### src/rtl/soc_evt_collector.sv
// soc_evt_collector
// Gathers single-cycle event pulses from NB_SRC SoC peripheral sources, keeps a
// saturating pending count per source, and hands event IDs one at a time to the
// cluster event unit over a valid/ready port. Sources are served round-robin.
// A source loses events only after its counter has saturated, and that loss is
// recorded in a sticky overflow flag.
module soc_evt_collector #(
   parameter int NB_SRC      = 4,
   parameter int EVNT_WIDTH  = 8,
   parameter int EVT_ID_BASE = 0,
   parameter int CNT_WIDTH   = 3
) (
   input  logic                  clk_i,
   input  logic                  rst_ni,
   input  logic [NB_SRC-1:0]     src_evt_i,
   output logic                  evt_valid_o,
   input  logic                  evt_ready_i,
   output logic [EVNT_WIDTH-1:0] evt_data_o,
   output logic [NB_SRC-1:0]     pending_o,
   output logic [NB_SRC-1:0]     overflow_o,
   input  logic [NB_SRC-1:0]     ovf_clr_i
);

   localparam int IDX_W = (NB_SRC > 1) ? $clog2(NB_SRC) : 1;
   localparam logic [CNT_WIDTH-1:0] CNT_MAX = {CNT_WIDTH{1'b1}};
   localparam logic [IDX_W-1:0] LAST_IDX = IDX_W'(NB_SRC - 1);

   // The output register is either empty or holding an ID for the consumer
   typedef enum logic {
      IDLE = 1'b0,
      HOLD = 1'b1
   } out_state_e;

   out_state_e state_q, state_d;

   logic [CNT_WIDTH-1:0]  cnt_q [NB_SRC];
   logic [CNT_WIDTH-1:0]  cnt_d [NB_SRC];
   logic [NB_SRC-1:0]     pending;
   logic [NB_SRC-1:0]     ovf_set;
   logic [NB_SRC-1:0]     ovf_q;
   logic [NB_SRC-1:0]     dec;
   logic [IDX_W-1:0]      rr_ptr_q;
   logic [IDX_W-1:0]      winner;
   logic                  found;
   logic                  load_en;
   logic                  grant;
   logic [EVNT_WIDTH-1:0] data_q;

   // Flag every source whose counter holds at least one occurrence
   always_comb begin
      pending = '0;
      for (int i = 0; i < NB_SRC; i++) begin
         pending[i] = (cnt_q[i] != '0);
      end
   end

   // Round-robin search over pending sources, starting at the pointer and wrapping
   always_comb begin
      winner = '0;
      found  = 1'b0;
      for (int off = 0; off < NB_SRC; off++) begin
         if (!found && pending[(int'(rr_ptr_q) + off) % NB_SRC]) begin
            found  = 1'b1;
            winner = IDX_W'((int'(rr_ptr_q) + off) % NB_SRC);
         end
      end
   end

   // A new ID may be loaded when the output is empty or is being taken this cycle
   always_comb begin
      load_en = (state_q == IDLE) || evt_ready_i;
      grant   = load_en && found;
      dec     = '0;
      if (grant) begin
         dec[winner] = 1'b1;
      end
   end

   // Counter update: pulse adds, grant removes, both together cancel; saturate at max
   always_comb begin
      ovf_set = '0;
      for (int i = 0; i < NB_SRC; i++) begin
         cnt_d[i] = cnt_q[i];
         if (src_evt_i[i] && !dec[i]) begin
            if (cnt_q[i] == CNT_MAX) begin
               ovf_set[i] = 1'b1;
            end else begin
               cnt_d[i] = cnt_q[i] + 1'b1;
            end
         end else if (!src_evt_i[i] && dec[i]) begin
            cnt_d[i] = cnt_q[i] - 1'b1;
         end
      end
   end

   // Pending counters register
   always_ff @(posedge clk_i or negedge rst_ni) begin
      if (!rst_ni) begin
         for (int i = 0; i < NB_SRC; i++) begin
            cnt_q[i] <= '0;
         end
      end else begin
         for (int i = 0; i < NB_SRC; i++) begin
            cnt_q[i] <= cnt_d[i];
         end
      end
   end

   // Sticky overflow flags; a fresh overflow beats a simultaneous clear
   always_ff @(posedge clk_i or negedge rst_ni) begin
      if (!rst_ni) begin
         ovf_q <= '0;
      end else begin
         ovf_q <= ovf_set | (ovf_q & ~ovf_clr_i);
      end
   end

   // Round-robin pointer moves just past the last granted source
   always_ff @(posedge clk_i or negedge rst_ni) begin
      if (!rst_ni) begin
         rr_ptr_q <= '0;
      end else if (grant) begin
         rr_ptr_q <= (winner == LAST_IDX) ? '0 : winner + 1'b1;
      end
   end

   // Output-valid state register
   always_ff @(posedge clk_i or negedge rst_ni) begin
      if (!rst_ni) begin
         state_q <= IDLE;
      end else begin
         state_q <= state_d;
      end
   end

   // Next output-valid state: fill on grant, empty when taken with nothing left
   always_comb begin
      state_d = state_q;
      case (state_q)
         IDLE: begin
            if (grant) begin
               state_d = HOLD;
            end
         end
         HOLD: begin
            if (evt_ready_i && !grant) begin
               state_d = IDLE;
            end
         end
         default: begin
            state_d = IDLE;
         end
      endcase
   end

   // Event ID register; keeps its last value when the output drains
   always_ff @(posedge clk_i or negedge rst_ni) begin
      if (!rst_ni) begin
         data_q <= '0;
      end else if (grant) begin
         data_q <= EVNT_WIDTH'(EVT_ID_BASE) + EVNT_WIDTH'(winner);
      end
   end

   assign evt_valid_o = (state_q == HOLD);
   assign evt_data_o  = data_q;
   assign pending_o   = pending;
   assign overflow_o  = ovf_q;

endmodule
### config.mk
export PLATFORM = sky130hd
export DESIGN_NAME = soc_evt_collector
export DESIGN_NICKNAME = d
export VERILOG_FILES = /design/src/rtl/soc_evt_collector.sv
export SDC_FILE = /design/constraint.sdc
export NUM_CORES = 1
export LEC_CHECK = 0
export CAP_MARGIN = 20
export CORE_ASPECT_RATIO = 0.7
export CORE_MARGIN = 8
export CORE_UTILIZATION = 58
export DETAILED_ROUTE_END_ITERATION = 6
export DONT_BUFFER_PORTS = 1
export GPL_ROUTABILITY_DRIVEN = 1
export PLACE_DENSITY = 0.83
export SLEW_MARGIN = 15
export SYNTH_ARGS = -nofsm -noshare
export SYNTH_HDL_FRONTEND = slang
export SYNTH_SLANG_ARGS = --single-unit
### constraint.sdc
create_clock -name clk_i -period 4 [get_ports clk_i]
set_input_delay 0.8 -clock clk_i [delete_from_list [all_inputs] [get_ports clk_i]]
set_output_delay 0.8 -clock clk_i [all_outputs]
set_load 0.02 [all_outputs]
==> run summary <==
Setup crit end kind: register
GP Congestion: 0.824
Ports: 28
Setup Fix Bufs, Post-CTS: 0
hold-fix buffers at CTS: 0
DR vias/cell: 5.89
largest net degree at the start of global routing: 22
Die ar.: 4380 um^2
Worst-Margin Slew: 578 ps
worst r2r path cells: 12
cell mode on critical path: nand2_1
placed insts: 176
Slew Viols, Final: 0
initial antenna violation count: 0
Cell Area, Synth: 1450 um^2
Mapped Cells: 148
die height: 57.9 um
Starting DRT DRC Count: 90
CTS root buffer: clkbuf_4
antenna cell count: 0
clk slew on worst S/H paths: 120 ps
# setup viols final: 0
sequential cell area: 526 um^2
switching power: 0.577 mW
area of the multi-input gates: 835 um^2
Clk network pwr share: 8.6%
Inserted Clock Buffers: 3
Final period util: 87.1%
outcome: finished, final reports clean
RSZ-0062 raised after global routing: false
Synth async-reset ratio: 100%
DR DRC count: 0
WP data required: 4200 ps
Nets: 166
# rows: 15
worst skew pair latency: 310 ps
Post-Syn Area per Cell: 9.81 um^2
Clock Skews: 10.8 ps
Total Wirelength: 2770 um
Final min period: 3490 ps
Initial Util: 59.9%
switch share: 47.2%
H-tree lvl count: 1
peak supply drop: 0.381 mV
layout cell share with drive strength beyond 1: 12.3%
worst path cell trace: nor3_2 > inv_2 > a21o_1 > a21oi_1 > inv_1 > ha_1 > nand2_1 > nand2_1 > fa_1 > nor4bb_1 > a41o_2 > mux2i_1
global-route wire length before repair: 4340 um
Setup CP Type: register to register
Final TNS setup: 0 ps
Worst EP arrival: 3690 ps
Yosys cell types: 43
sequential power share: 40.2%
Gate power share: 51.2%
Fin. Hold Viols: 0
critical path startpoint category: register
CTS tree: built
router iterations before antenna repair: 4
Max FO, Critical Path: 7
Routed Antenna Nets: 0
drt wl/cell: 15.4 um
sequential fraction of the synthesis area: 36.2%
Yosys warning total: 0
Non-Filler Instances: 180
vias: 1061
slowest stage delay, CP: 500 ps
Seq cells post-synth: 21
P&R area growth vs syn: 1.12%
normalized max-slew margin: 61.3%
Core Region: 2420 um^2
vias in the first global route: 941
Die Wd: 75.8 um
Synth Flop Type: dfrtp_1
fmax: 287 MHz
GRT Residual Overflow: 0
CTS Sinks: 21
max-capacitance violation count: 0
DP Wirelength: 2120 um
total power: 1.22 mW
most frequent cells in the layout: 21 x dfrtp_1, 12 x nand2_1, 10 x mux2i_1, 9 x inv_1, 7 x nor2_1
clk buf depth: 2
most common cell after layout, fill and taps aside: dfrtp_1
PortBufs: 0
Static Leak: 0.671 nW
Cell Pwr Density: 833 nW/um^2
Internal: 0.646 mW
all-layer global routing usage: 12.7%
Post-synth EDFFs: 0
Gates resized, CTS repair: 0
type of the most critical hold path: input port to asynchronous set/reset pin
CP max-delay cell: dfrtp_1
filler instances: 210
-- worst max-delay path: cells and delay by family (launching register included) --
family                   cells  cell delay (ps)
AO/OA/AOI/OAI                3              700
AND/OR/NAND/NOR              4             1140
flip-flops                   1              500
adder cells (fa/ha/maj)      2              690
buffers and inverters        2              280
multiplexers                 1               60
-- power by group through the flow --
stage	Sequential [mW]	Clock [mW]	Combinational [mW]
2_1_floorplan	0.466	0	0.531
3_3_place_gp	0.491	0	0.592
3_5_place_dp	0.496	0	0.626
4_1_cts	0.492	0.111	0.628
5_1_grt	0.509	0.120	0.697
6_report	0.492	0.105	0.627
-- area by class of cell --
| type | instances | area share, % |
|---|---|---|
| Tap cell | 34 | 2.90 |
| Multi-Input combinational cell | 111 | 56.9 |
| Clock inverter | 1 | 0.341 |
| Clock buffer | 3 | 1.53 |
| Inverter | 10 | 2.56 |
| Sequential cell | 21 | 35.8 |
-- synth_stat cells, drive strengths merged (4+ instances only) --
cell type	number	area (um^2)
ha	4	50.1
nand3	6	30.0
nand2	15	63.8
clkbuf	4	16.3
dfrtp	21	526
and3	6	38.8
o22ai	5	31.3
nor2	7	26.3
buf	7	56.3
mux2i	10	100
nand2b	4	25.0
nor3	5	40.0
fa	4	80.1
a21oi	7	38.8
a211oi	5	42.5
inv	10	37.5
-- metrics by stage --
step	cell area [um^2]	hold slack, ps	setup slack [ps]	util (%)
finish	1470	158	514	60.6
CTS	1470	151	557	60.6
detailed placement	1440	505	594	59.5
floorplan	1470	488	976	-
global placement	1440	505	781	59.5
global route	1470	132	199	60.6
-- cell families after synthesis --
kind of cell	share of synthesized area, %
AOI/OAI and AO/OA	17.1
xor gates and xnor gates	2.41
adders and majority gates	8.97
buffers and inverters	7.59
DFF	36.2
muxes	9.22
other	0.258
and+or+nand+nor	18.3
-- per-layer routing --
layer,up-vias,global-route usage [%],wire [um]
met2,39,18.9,1290
met4,0,3.54,8
met5,-,0,0
met1,506,16.1,1200
met3,2,5.51,269
li1,514,-,-
-- worst paths after layout --
path	end	from	slack (ps)
worst max register to register	cnt_q[11]$_DFFE_PN0P_	cnt_q[9]$_DFFE_PN0P_	510
worst min register to register	cnt_q[8]$_DFFE_PN0P_	cnt_q[8]$_DFFE_PN0P_	530
worst max-delay path	cnt_q[11]$_DFFE_PN0P_	cnt_q[9]$_DFFE_PN0P_	510
min in group clk_i	cnt_q[8]$_DFFE_PN0P_	cnt_q[8]$_DFFE_PN0P_	530
worst min-delay path	cnt_q[0]$_DFFE_PN0P_	rst_ni	160
max in group asynchronous	overflow_o[0]$_DFF_PN0_	rst_ni	3760
-- state kept, by name (all words and copies together), names as in the netlist --
| name | count |
|---|---|
| cnt_q | 12 |
| evt_data_o | 2 |
| evt_valid_o | 1 |
| overflow_o | 4 |
| rr_ptr_q | 2 |
No activity file was read; power rests on OpenSTA's default activity.
